==> config.mk <==
export PLATFORM = sky130hd
export DESIGN_NAME = serial_add_seq_flat
export DESIGN_NICKNAME = d
export VERILOG_FILES = /design/src/rtl/hack_pkg.sv /design/src/rtl/serial_add_seq_if.sv /design/src/rtl/FullAdder.sv /design/src/rtl/serial_add_seq.sv /design/src/flat_wrapper.sv
export SDC_FILE = /design/constraint.sdc
export NUM_CORES = 1
export LEC_CHECK = 0
export BUFFER_PORTS_ARGS = -buffer_cell sky130_fd_sc_hd__buf_2
export CAP_MARGIN = 15
export CORE_MARGIN = 5
export CORE_UTILIZATION = 45
export CTS_BUF_LIST = sky130_fd_sc_hd__clkbuf_16
export CTS_CLUSTER_DIAMETER = 200
export CTS_CLUSTER_SIZE = 20
export DETAILED_ROUTE_END_ITERATION = 6
export GPL_TIMING_DRIVEN = 0
export PLACE_DENSITY_LB_ADDON = 0.05
export SYNTH_ARGS = -nofsm -noshare
export SYNTH_HDL_FRONTEND = slang
export SYNTH_HIERARCHICAL = 1
export SYNTH_SLANG_ARGS = --single-unit
==> constraint.sdc <==
create_clock -name clk -period 3.8 [get_ports clk]
set_clock_uncertainty 0.2 [all_clocks]
set_input_delay 0.38 -clock clk [delete_from_list [all_inputs] [get_ports clk]]
set_output_delay 0.38 -clock clk [all_outputs]
set_load 0.05 [all_outputs]
==> src/rtl/hack_pkg.sv <==
// Shared definitions for the Hack arithmetic blocks: sequencer state encoding.
package hack_pkg;
    typedef logic [1:0] state_t;

    localparam state_t ST_IDLE = 2'd0;
    localparam state_t ST_RUN  = 2'd1;
    localparam state_t ST_DONE = 2'd2;
endpackage

==> src/rtl/serial_add_seq_if.sv <==
// Start/busy/done handshake and operand/result bus of the bit-serial adder.
interface serial_add_seq_if #(
    parameter int WIDTH = 16
);
    logic             start;
    logic [WIDTH-1:0] a;
    logic [WIDTH-1:0] b;
    logic             cin;
    logic             sub;
    logic             busy;
    logic             done;
    logic [WIDTH-1:0] sum;
    logic             cout;
    logic             ovf;

    modport master (
        output start, a, b, cin, sub,
        input  busy, done, sum, cout, ovf
    );

    modport slave (
        input  start, a, b, cin, sub,
        output busy, done, sum, cout, ovf
    );
endinterface

==> src/rtl/FullAdder.sv <==
// 1-bit full-adder cell, the only arithmetic in the serial datapath.
module FullAdder (
    input  logic a,
    input  logic b,
    input  logic c,
    output logic sum,
    output logic carry
);
    assign sum   = a ^ b ^ c;
    assign carry = (a & b) | (a & c) | (b & c);
endmodule

==> src/rtl/serial_add_seq.sv <==
// Bit-serial add/subtract: one FullAdder reused LSB-first over WIDTH cycles,
// with a start/busy/done handshake and registered sum, carry-out and overflow.
module serial_add_seq
    import hack_pkg::*;
#(
    parameter int WIDTH = 16,
    parameter int CNT_W = $clog2(WIDTH)
) (
    input  logic            clk,
    input  logic            rst_n,
    serial_add_seq_if.slave bus
);
    localparam logic [CNT_W-1:0] LAST_BIT = CNT_W'(WIDTH - 1);

    state_t           r_state;
    logic [WIDTH-1:0] r_a;
    logic [WIDTH-1:0] r_b;
    logic [WIDTH-1:0] r_acc;
    logic [WIDTH-1:0] r_sum;
    logic [CNT_W-1:0] r_cnt;
    logic             r_carry;
    logic             r_cout;
    logic             r_cmsb;

    logic             w_s;
    logic             w_c;

    FullAdder u_fa (
        .a     (r_a[0]),
        .b     (r_b[0]),
        .c     (r_carry),
        .sum   (w_s),
        .carry (w_c)
    );

    always_ff @(posedge clk or negedge rst_n) begin
        if (!rst_n) begin
            r_state <= ST_IDLE;
            r_a     <= '0;
            r_b     <= '0;
            r_acc   <= '0;
            r_sum   <= '0;
            r_cnt   <= '0;
            r_carry <= 1'b0;
            r_cout  <= 1'b0;
            r_cmsb  <= 1'b0;
        end else begin
            case (r_state)
                ST_RUN: begin
                    r_a     <= {1'b0, r_a[WIDTH-1:1]};
                    r_b     <= {1'b0, r_b[WIDTH-1:1]};
                    r_acc   <= {w_s, r_acc[WIDTH-1:1]};
                    r_carry <= w_c;
                    r_cnt   <= r_cnt + 1'b1;
                    // Last bit: the carry entering this cell is the carry into the MSB.
                    if (r_cnt == LAST_BIT) begin
                        r_state <= ST_DONE;
                        r_sum   <= {w_s, r_acc[WIDTH-1:1]};
                        r_cout  <= w_c;
                        r_cmsb  <= r_carry;
                    end
                end
                default: begin
                    if (bus.start) begin
                        r_state <= ST_RUN;
                        r_a     <= bus.a;
                        r_b     <= bus.sub ? ~bus.b : bus.b;
                        r_carry <= bus.sub | bus.cin;
                        r_cnt   <= '0;
                    end else begin
                        r_state <= ST_IDLE;
                    end
                end
            endcase
        end
    end

    assign bus.busy = (r_state == ST_RUN);
    assign bus.done = (r_state == ST_DONE);
    assign bus.sum  = r_sum;
    assign bus.cout = r_cout;
    assign bus.ovf  = r_cmsb ^ r_cout;
endmodule
==> src/flat_wrapper.sv <==
// flat-port wrapper written by rule: the top's interface ports become plain ports
module serial_add_seq_flat import hack_pkg::*;
#(
    parameter int WIDTH = 16,
    parameter int CNT_W = $clog2(WIDTH)
)
  (clk, rst_n, bus_start, bus_a, bus_b, bus_cin, bus_sub, bus_busy, bus_done, bus_sum, bus_cout, bus_ovf);
  serial_add_seq_if #(.WIDTH(WIDTH)) bus_i ();
  input  logic clk;
  input  logic rst_n;
  input wire logic [$bits(bus_i.start)-1:0] bus_start;
  input wire logic [$bits(bus_i.a)-1:0] bus_a;
  input wire logic [$bits(bus_i.b)-1:0] bus_b;
  input wire logic [$bits(bus_i.cin)-1:0] bus_cin;
  input wire logic [$bits(bus_i.sub)-1:0] bus_sub;
  output wire logic [$bits(bus_i.busy)-1:0] bus_busy;
  output wire logic [$bits(bus_i.done)-1:0] bus_done;
  output wire logic [$bits(bus_i.sum)-1:0] bus_sum;
  output wire logic [$bits(bus_i.cout)-1:0] bus_cout;
  output wire logic [$bits(bus_i.ovf)-1:0] bus_ovf;
  assign bus_i.start = bus_start;
  assign bus_i.a = bus_a;
  assign bus_i.b = bus_b;
  assign bus_i.cin = bus_cin;
  assign bus_i.sub = bus_sub;
  assign bus_busy = bus_i.busy;
  assign bus_done = bus_i.done;
  assign bus_sum = bus_i.sum;
  assign bus_cout = bus_i.cout;
  assign bus_ovf = bus_i.ovf;
  serial_add_seq #(.WIDTH(WIDTH), .CNT_W(CNT_W)) u_core (.clk(clk), .rst_n(rst_n), .bus(bus_i));
endmodule
# --- Yosys cells after proc, flatten, opt, wreduce, memory -nomap -nowiden ---
# Index checks and enable logic that the tools add are counted.
classes:
  add_sub_neg: 1
  eq_ne: 4
  n_mux: 12
  bitwise: 10
  reduce_logical: 2
ops:
  columns: ["op", "count"]
  rows:
  - ["two-way mux 16 bit", 5]
  - ["inverter 16 bit", 1]
  - ["two-way mux 4 bit", 2]
  - ["adder 4 x 1 -> 4 bit, second input constant", 1]
  - ["equality test 4 bit, second input constant", 1]
  - ["two-way mux 2 bit", 2]
  - ["AND 1 bit", 3]
  - ["two-way mux 1 bit", 3]
  - ["OR 1 bit", 3]
  - ["bitwise XOR 1 bit", 3]
  - ["equality test 2 x 1 -> 1 bit, second input constant", 1]
  - ["equality test 2 bit, second input constant", 1]
  - ["inequality test 2 x 1 -> 1 bit, second input constant", 1]
  - ["AND reduction 2 bit", 1]
  - ["nonzero test 2 bit", 1]
totals:
  register_bits: 73
  inputBits: 37

# --- Logic depth before layout (Yosys ltp) ---
# Gate-level depths: netlist of run 1.
logic_depth:
  ltp_word: 4
  mapped_depth: 6

# --- By module ---
# Netlist of run 1, hierarchy kept.
by_module_without_submodules:
  columns: ["module", "instances", "cells_each", "area_per_inst_um2"]
  rows:
  - ["serial_add_seq", 1, 255, 3263.1]
  - ["FullAdder", 1, 1, 20.0]

# --- Worst setup path after synthesis of run 1 ---
# OpenSTA, ideal clock, no wires.
synth_path:
  kind: "register to output"
  startpoint: "register u_core.r_cout, in the netlist u_core/bus.cout"
  endpoint: "output port bus_ovf"
  arrival_ps: 1451
  slack_ps: 1769
  path_stages_with_launch: 2
  cell_sequence: "dfrtp_1 > xor2_1"
synth_between:
  elab_chain_cells: 1
synth_rtl:
  columns: ["element", "line", "rtl"]
  rows:
  - ["start: declaration", "serial_add_seq.sv:22", "logic r_cout;"]
  - ["start signal: assignment", "serial_add_seq.sv:59", "r_cout <= w_c;"]
  - ["bitwise XOR 1 bit", "serial_add_seq.sv:82", "assign bus.ovf = r_cmsb ^ r_cout;"]
  - ["end: declaration", "flat_wrapper.sv:20", "output wire logic [$bits(bus_i.ovf)-1:0] bus_ovf;"]
# Every way passes these cells.

# --- Worst setup path in the final report of run 1 ---
layout_path:
  startpoint: "register u_core.r_state[1]"
  endpoint: "output port bus_busy"
layout_between:
  elab_chain_cells: 1
layout_rtl:
  columns: ["element", "line", "rtl"]
  rows:
  - ["start: declaration", "serial_add_seq.sv:15", "state_t r_state;"]
  - ["start signal: assignment", "serial_add_seq.sv:38", "r_state <= ST_IDLE;"]
  - ["start signal: assignment", "serial_add_seq.sv:57", "r_state <= ST_DONE;"]
  - ["start signal: assignment", "serial_add_seq.sv:65", "r_state <= ST_RUN;"]
  - ["equality test 2 x 1 -> 1 bit", "serial_add_seq.sv:78", "assign bus.busy = (r_state == ST_RUN);"]
  - ["end: declaration", "flat_wrapper.sv:16", "output wire logic [$bits(bus_i.busy)-1:0] bus_busy;"]
# Every way passes these cells.

==> results.txt, run 1 <==
outcome - finished clean
Chip Height - 95.42 um
most common cell type on the critical path - sky130_fd_sc_hd__buf_2
number of detailed-route iterations in the first pass - 4
total I/O pin count - 57
Worst-path clk slew - 0.06 ns
via count of the first global-routing pass - 2142
CP max FO - 10
instance count of the mapped netlist - 256
total via count after detailed routing - 2059
count of nets left with antenna violations after detail routing - 0
Clock Path Buffers - 2
Port Buf Inserts - 55
RSZ-0062 raised after global routing - false
area used by sequential logic in the layout - 1802 um2
Synth warnings - 6
count of cells along the worst register-to-register path - 5
Critical Path RT - 3.22 ns
Antenna diodes - 0
data arrival at the endpoint of the critical path - 1.76 ns
sum of overflow across all layers after global routing - 0
Worst IR Drop VDD - 0.3128 mV
Multi-input gate area - 1349 um2
WL/cell - 14.09 um
fin. max-slew vios - 0
TritonCTS clock tree - yes
cell class contributing the biggest share of worst-path delay - buffers and inverters
Highest Clock Rate - 426.5 MHz
Final Hold Fails - 0
Reg2Reg Setup Slack - 2.13 ns
WHS Endpoint - u_core/r_a[15]
areal power density over the cells - 868.0 nW/um2
critical-path cell list - nor2b_4 > buf_6 > buf_2 > buf_2 > buf_2
Root Driver - sky130_fd_sc_hd__clkbuf_16
placeable core region - 7176 um2
startpoint of the lowest-slack hold path - bus_a[15]
number of enable flip-flop cells after synthesis - 0
Worst Setup Start Kind - flop
number of nets in the layout - 363
share of the core filled with cells in the final layout - 0.5620
average size of a mapped cell - 12.82 um2
shortest period the worst path allows - 2.345 ns
fin crit share - 0.6170
worst-path cell with the longest stage delay - sky130_fd_sc_hd__dfrtp_1
overall die area - 9104 um2
cell count of the worst hold path - 3
Overall Global Routing Usage - 0.1504
proportion of register bits with asynchronous set or reset after synthesis - 1.000
sink count of the clock tree - 72
routability congestion estimate from global placement - 0.7723
post-synthesis cell type count - 25
pin slew with the least headroom to its limit - 0.4594 ns
fraction of layout cells with a size suffix above 1 - 0.3720
Critical path buffers and inverters - 4
Worst path max stage delay - 0.40 ns
Reg-to-Reg End - u_core/bus.sum[0]
source-to-sink clock delay at the later pin of the worst-skew pair - 0.32 ns
antenna violations before repair - 0
DRC violation total after the first TritonRoute iteration - 55
setup_tns - 0 ns
number of failing setup endpoints in the final timing report - 0
die boundary width - 95.42 um
Maximum Capacitance Violations - 0
netlist area before placement - 3283 um2
starting density of the core - 0.4575
Final HPWL DP - 4.163 mm
total clock buffers created by CTS - 9
Yosys reg bits - 72
Area growth, synth to finish - 22.83%
number of core rows - 31
Hold Crit Class - input port to flop
via density per instance - 4.822
sequential share of the synthesized area - 0.5488
Most used DFF post-synth - sky130_fd_sc_hd__dfrtp_1
residual DRC count - 0
aggregate routed wire length - 6.015 mm
fillcell total - 647
slew margin rel. - 0.6937
global-route wire length before repair - 10.47 mm
Syn Nets - 295
reg-to-reg startpoint - u_core/r_state[1]
H-tree depth reported by CTS - 3
Crit. End Element - primary output
critical path class - flop to primary output
leakage dissipation - 1.993 nW
pin count of the biggest net entering global routing - 53
==> power breakdown <==
group / internal (W) / switching [W] / leakage [nW]
Sequential: 0.00110 / 0.000190 / 0.918
Combinational: 0.000560 / 0.000783 / 0.928
Clock: 0.000568 / 0.000304 / 0.147
==> layout make-up <==
class	instances	share of cell area
repair buffers	57	0.07819
plain buffers	18	0.03289
multi-input cells	166	0.3345
well taps	99	0.03072
clock inverters	6	0.02110
clock buffers	9	0.05585
flip-flops and latches	72	0.4468
==> stage by stage <==
stage                     instances  hold slack [ns]  cell area (um2)  worst slack [ns]  power, W
after floorplan                 256          -0.1156             3283             1.769  0.002326
after global placement          410           0.2579             3682             1.679  0.002631
final                           427           0.1044             4033             1.455  0.003500
after detailed placement        411          0.09472             3712             1.788  0.002657
after CTS                       427          0.09662             4033             1.426  0.003546
after global routing            427           0.1443             4033             1.352  0.003746
==> worst register-to-register path, stage by stage, from the launching register on <==
cell	delay [ns]
sky130_fd_sc_hd__dfrtp_1	0.40
sky130_fd_sc_hd__nor2b_4	0.11
sky130_fd_sc_hd__buf_6	0.12
sky130_fd_sc_hd__and4_4	0.26
sky130_fd_sc_hd__buf_12	0.15
sky130_fd_sc_hd__mux2_4	0.31
==> cell usage in the layout, fill, tap and decap left out, types with 4 or more instances in the layout <==
cell type,Yosys,layout
sky130_fd_sc_hd__mux2_2,17,17
sky130_fd_sc_hd__dfrtp_1,72,72
sky130_fd_sc_hd__xor2_1,16,16
sky130_fd_sc_hd__mux2i_1,32,32
sky130_fd_sc_hd__nand2_1,33,33
sky130_fd_sc_hd__clkbuf_1,4,4
sky130_fd_sc_hd__mux2_4,18,18
sky130_fd_sc_hd__o21ai_0,32,32
sky130_fd_sc_hd__buf_2,8,62
sky130_fd_sc_hd__clkbuf_16,0,9
sky130_fd_sc_hd__nor2_1,4,4
==> cells by family (layout without fill, tap and decap cells) <==
group,count (synthesis),in the layout,synth area share
AO/OA/AOI/OAI,35,35,0.05526
XOR/XNOR,18,18,0.04802
adder cells (fa/ha/maj),2,2,0.009908
buffers and inverters,18,90,0.04039
flip-flops,72,72,0.5488
multiplexers,67,67,0.2382
AND/OR/NAND/NOR,44,44,0.05945
==> cells in the mapped netlist, types with 2 or more instances <==
master	number	area, um2
sky130_fd_sc_hd__buf_12	2	40.04
sky130_fd_sc_hd__buf_2	8	40.04
sky130_fd_sc_hd__buf_4	2	15.01
sky130_fd_sc_hd__buf_6	2	22.52
sky130_fd_sc_hd__clkbuf_1	4	15.01
sky130_fd_sc_hd__dfrtp_1	72	1802
sky130_fd_sc_hd__mux2_2	17	191.4
sky130_fd_sc_hd__mux2_4	18	270.3
sky130_fd_sc_hd__mux2i_1	32	320.3
sky130_fd_sc_hd__nand2_1	33	123.9
sky130_fd_sc_hd__nand2b_1	2	12.51
sky130_fd_sc_hd__nor2_1	4	15.01
sky130_fd_sc_hd__o21ai_0	32	160.2
sky130_fd_sc_hd__xnor2_1	2	17.52
sky130_fd_sc_hd__xor2_1	16	140.1
==> metal layers <==
layer,track usage,wire [um],up-vias
met1,0.2051,2819,1002
met4,0.06043,74,0
li1,-,-,1012
met2,0.2332,2906,39
met3,0.03315,215,6
met5,0,0,-
==> flip-flops by register name, summed over array words and instances (netlist names) <==
name and count:
u_core/r_acc 15, u_core/r_a 16, u_core/bus.cout 1, u_core/r_b 16
u_core/r_cnt 4, u_core/r_carry 1, u_core/r_cmsb 1, u_core/bus.sum 16
u_core/r_state 2
==> worst max-delay path by stage <==
| stage | from | endpoint | slack [ns] | cells past startpoint |
|---|---|---|---|---|
| CTS | u_core/r_state[1] | bus_busy | 1.43 | 5 |
| detailed placement | u_core/r_state[1] | bus_busy | 1.79 | 5 |
| finish | u_core/r_state[1] | bus_busy | 1.46 | 5 |
| global placement | rst_n | u_core/r_b[4] | 1.68 | 1 |
| global route | u_core/r_state[1] | bus_busy | 1.35 | 5 |
| floorplan | u_core/bus.cout | bus_ovf | 1.77 | 1 |
==> repair_timing <==
action	in CTS	in global routing
endpoints found under the hold margin	20	0
resized for setup	0	0
hold buffers	1	0
buffers inserted	0	0
Note: power is estimated with default switching activity, not from simulation.
==> run 2, diff against run 1 <==
ABC_AREA = 1   (was not set)
clock period = 2 ns   (was 3.8 ns; I/O delays follow)
==> run 2 against run 1 <==
Synthesized cell count grew 60%. Die area grew 0.41%. Combinational power rose by 94%. Synthesized area increased by 0.46%. Count of clock-buffer cells in the layout unchanged. Design area rose by 7.0%. Largest power group unchanged. Critical path type unchanged. Sequential power increased by 85%.
==> results.txt, run 2 <==
count of cells along the worst register-to-register path - 5
ranking of synthesized cells by area - sky130_fd_sc_hd__dfrtp_1 (55%), sky130_fd_sc_hd__nand2_1 (20%), sky130_fd_sc_hd__nand3_1 (9.7%)
outcome - finished clean
routability congestion estimate from global placement - 0.7266
via density per instance - 4.768
Root Driver - sky130_fd_sc_hd__clkbuf_16
Final HPWL DP - 5.409 mm
critical path class - flop to primary output
antenna violations before repair - 0
fin crit share - 0.9070
Chip Height - 95.61 um
most frequent cells in the layout - sky130_fd_sc_hd__nand2_1 (174), sky130_fd_sc_hd__dfrtp_1 (72), sky130_fd_sc_hd__nand3_1 (64), sky130_fd_sc_hd__buf_2 (61), sky130_fd_sc_hd__o21ai_0 (35)
share of the core filled with cells in the final layout - 0.6014
slew margin rel. - 0.6873
sink count of the clock tree - 72
commonest non-fill, non-tap cell in the layout - sky130_fd_sc_hd__nand2_1
Final Worst Setup Slack - 0.1860 ns
aggregate routed wire length - 7.762 mm
Worst IR Drop VDD - 0.7220 mV
source-to-sink clock delay at the later pin of the worst-skew pair - 0.32 ns
Area growth, synth to finish - 30.84%
Worst Setup Start Kind - flop
WHS Endpoint - u_core/r_b[7]
RSZ-0062 raised after global routing - false
TritonCTS clock tree - yes
area used by sequential logic in the layout - 1802 um2
DRC violation total after the first TritonRoute iteration - 98
Synth warnings - 6
pre-CTS setup slack - 0.3074 ns
pin count of the biggest net entering global routing - 38
number of core rows - 31
Reg-to-Reg End - u_core/bus.sum[6]
Clock Path Buffers - 2
Maximum Capacitance Violations - 0
Worst-path clk slew - 0.06 ns
global-route wire length before repair - 13.02 mm
Reg2Reg Setup Slack - 0.33 ns
number of failing setup endpoints in the final timing report - 0
H-tree depth reported by CTS - 3
placeable core region - 7176 um2
netlist area before placement - 3298 um2
shortest period the worst path allows - 1.814 ns
average size of a mapped cell - 8.044 um2
sum of overflow across all layers after global routing - 0
die boundary width - 95.61 um
Antenna diodes - 0
proportion of register bits with asynchronous set or reset after synthesis - 1.000
areal power density over the cells - 1552 nW/um2
number of detailed-route iterations in the first pass - 4
fraction of layout cells with a size suffix above 1 - 0.1847
Most used DFF post-synth - sky130_fd_sc_hd__dfrtp_1
data arrival at the endpoint of the critical path - 1.41 ns
fillcell total - 647
CP max FO - 10
post-synthesis cell type count - 20
Final Hold Fails - 0
number of nets in the layout - 543
via count of the first global-routing pass - 2780
critical-path cell list - inv_1 > nor2_4 > buf_6 > buf_4 > buf_4
setup_tns - 0 ns
Port Buf Inserts - 55
Multi-input gate area - 1265 um2
total clock buffers created by CTS - 9
total I/O pin count - 57
Syn Nets - 449
pin slew with the least headroom to its limit - 0.4691 ns
Critical Path RT - 1.60 ns
worst-path cell with the longest stage delay - sky130_fd_sc_hd__dfrtp_1
total design power - 0.006696 W
share of the synthesized area in the top cell type - 0.5463
reg-to-reg startpoint - u_core/r_cnt[0]
starting density of the core - 0.4596
sequential share of the synthesized area - 0.5463
cell with the most instances after synthesis - sky130_fd_sc_hd__nand2_1
cell count of the worst hold path - 5
Highest Clock Rate - 551.3 MHz
Crit. End Element - primary output
total via count after detailed routing - 2899
Overall Global Routing Usage - 0.1856
number of enable flip-flop cells after synthesis - 0
residual DRC count - 0
count of non-filler cells in the finished layout - 608
Worst path max stage delay - 0.36 ns
Placed Cells - 565
cell taking the most area after synthesis - sky130_fd_sc_hd__dfrtp_1
most common cell type on the critical path - sky130_fd_sc_hd__buf_4
WL/cell - 12.77 um
most frequent cells after synthesis - sky130_fd_sc_hd__nand2_1 (174), sky130_fd_sc_hd__dfrtp_1 (72), sky130_fd_sc_hd__nand3_1 (64), sky130_fd_sc_hd__o21ai_0 (35), sky130_fd_sc_hd__inv_1 (26)
Hold Crit Class - input port to flop
count of nets left with antenna violations after detail routing - 0
Yosys reg bits - 72
fin. max-slew vios - 0
leakage dissipation - 2.306 nW
overall die area - 9141 um2
startpoint of the lowest-slack hold path - bus_b[7]
instance count of the mapped netlist - 410
==> run 2: critical path: cells and delay by family (launching register included) <==
family	cells	cell delay [ns]
DFF	1	0.36
and+or+nand+nor	1	0.12
buffers and inverters	4	0.61
==> run 2: cell type report <==
cell class / instances / share of cell area
flip-flops and latches: 72 / 0.4175
multi-input cells: 287 / 0.2931
repair buffers: 83 / 0.1316
clock buffers: 9 / 0.05219
plain buffers: 24 / 0.03102
well taps: 99 / 0.02870
inverters: 27 / 0.02349
clock inverters: 7 / 0.02233
==> run 2: worst max path at each step <==
stage | startpoint | endpoint | slack, ns
after CTS | u_core/r_state[1] | bus_busy | 0.01
after global routing | u_core/r_cnt[1] | u_core/bus.sum[6] | 0.09
after global placement | rst_n | u_core/r_b[4] | 0.09
final | u_core/r_state[0] | bus_busy | 0.19
after floorplan | u_core/bus.cout | bus_ovf | 0.15
after detailed placement | u_core/r_state[1] | bus_busy | 0.31
==> run 2: report_power, final <==
| group | switching [W] | leakage [nW] | internal, W |
|---|---|---|---|
| clock network | 0.000608 | 0.153 | 0.00109 |
| logic | 0.00179 | 1.22 | 0.000816 |
| registers | 0.000343 | 0.935 | 0.00205 |
| total | 0.00274 | 2.31 | 0.00396 |
==> run 2: cell families (layout without fill, tap and decap cells) <==
logic type / after synthesis / after routing / synth area share
AOI/OAI and AO/OA: 35 / 35 / 0.05311
adders and majority gates: 2 / 2 / 0.009863
buffers and inverters: 51 / 150 / 0.07018
xor gates and xnor gates: 3 / 3 / 0.007968
DFF: 72 / 72 / 0.5463
and+or+nand+nor: 247 / 247 / 0.3126
==> run 2: timing repair <==
| item | CTS | global route |
|---|---|---|
| buffers inserted | 0 | 1 |
| hold buffers | 26 | 0 |
| pin swaps | 0 | 1 |
| resized for setup | 1 | 1 |
| endpoints found under the setup margin | 1 | 1 |
| endpoints found under the hold margin | 60 | 0 |
==> run 2: routing by layer <==
metal	routed length, um	track usage	up-vias
met5	0	0	-
met4	85	0.06043	0
met3	395	0.03946	8
met2	3697	0.3017	73
met1	3582	0.2470	1331
li1	-	-	1487
==> run 2: stage by stage <==
step | cell area, um2 | hold WS, ns
global route | 4315 | 0.03600
detailed placement | 3720 | -0.01439
global placement | 3697 | 0.2180
CTS | 4304 | 0.001594
floorplan | 3298 | -0.2956
finish | 4315 | 0.002433
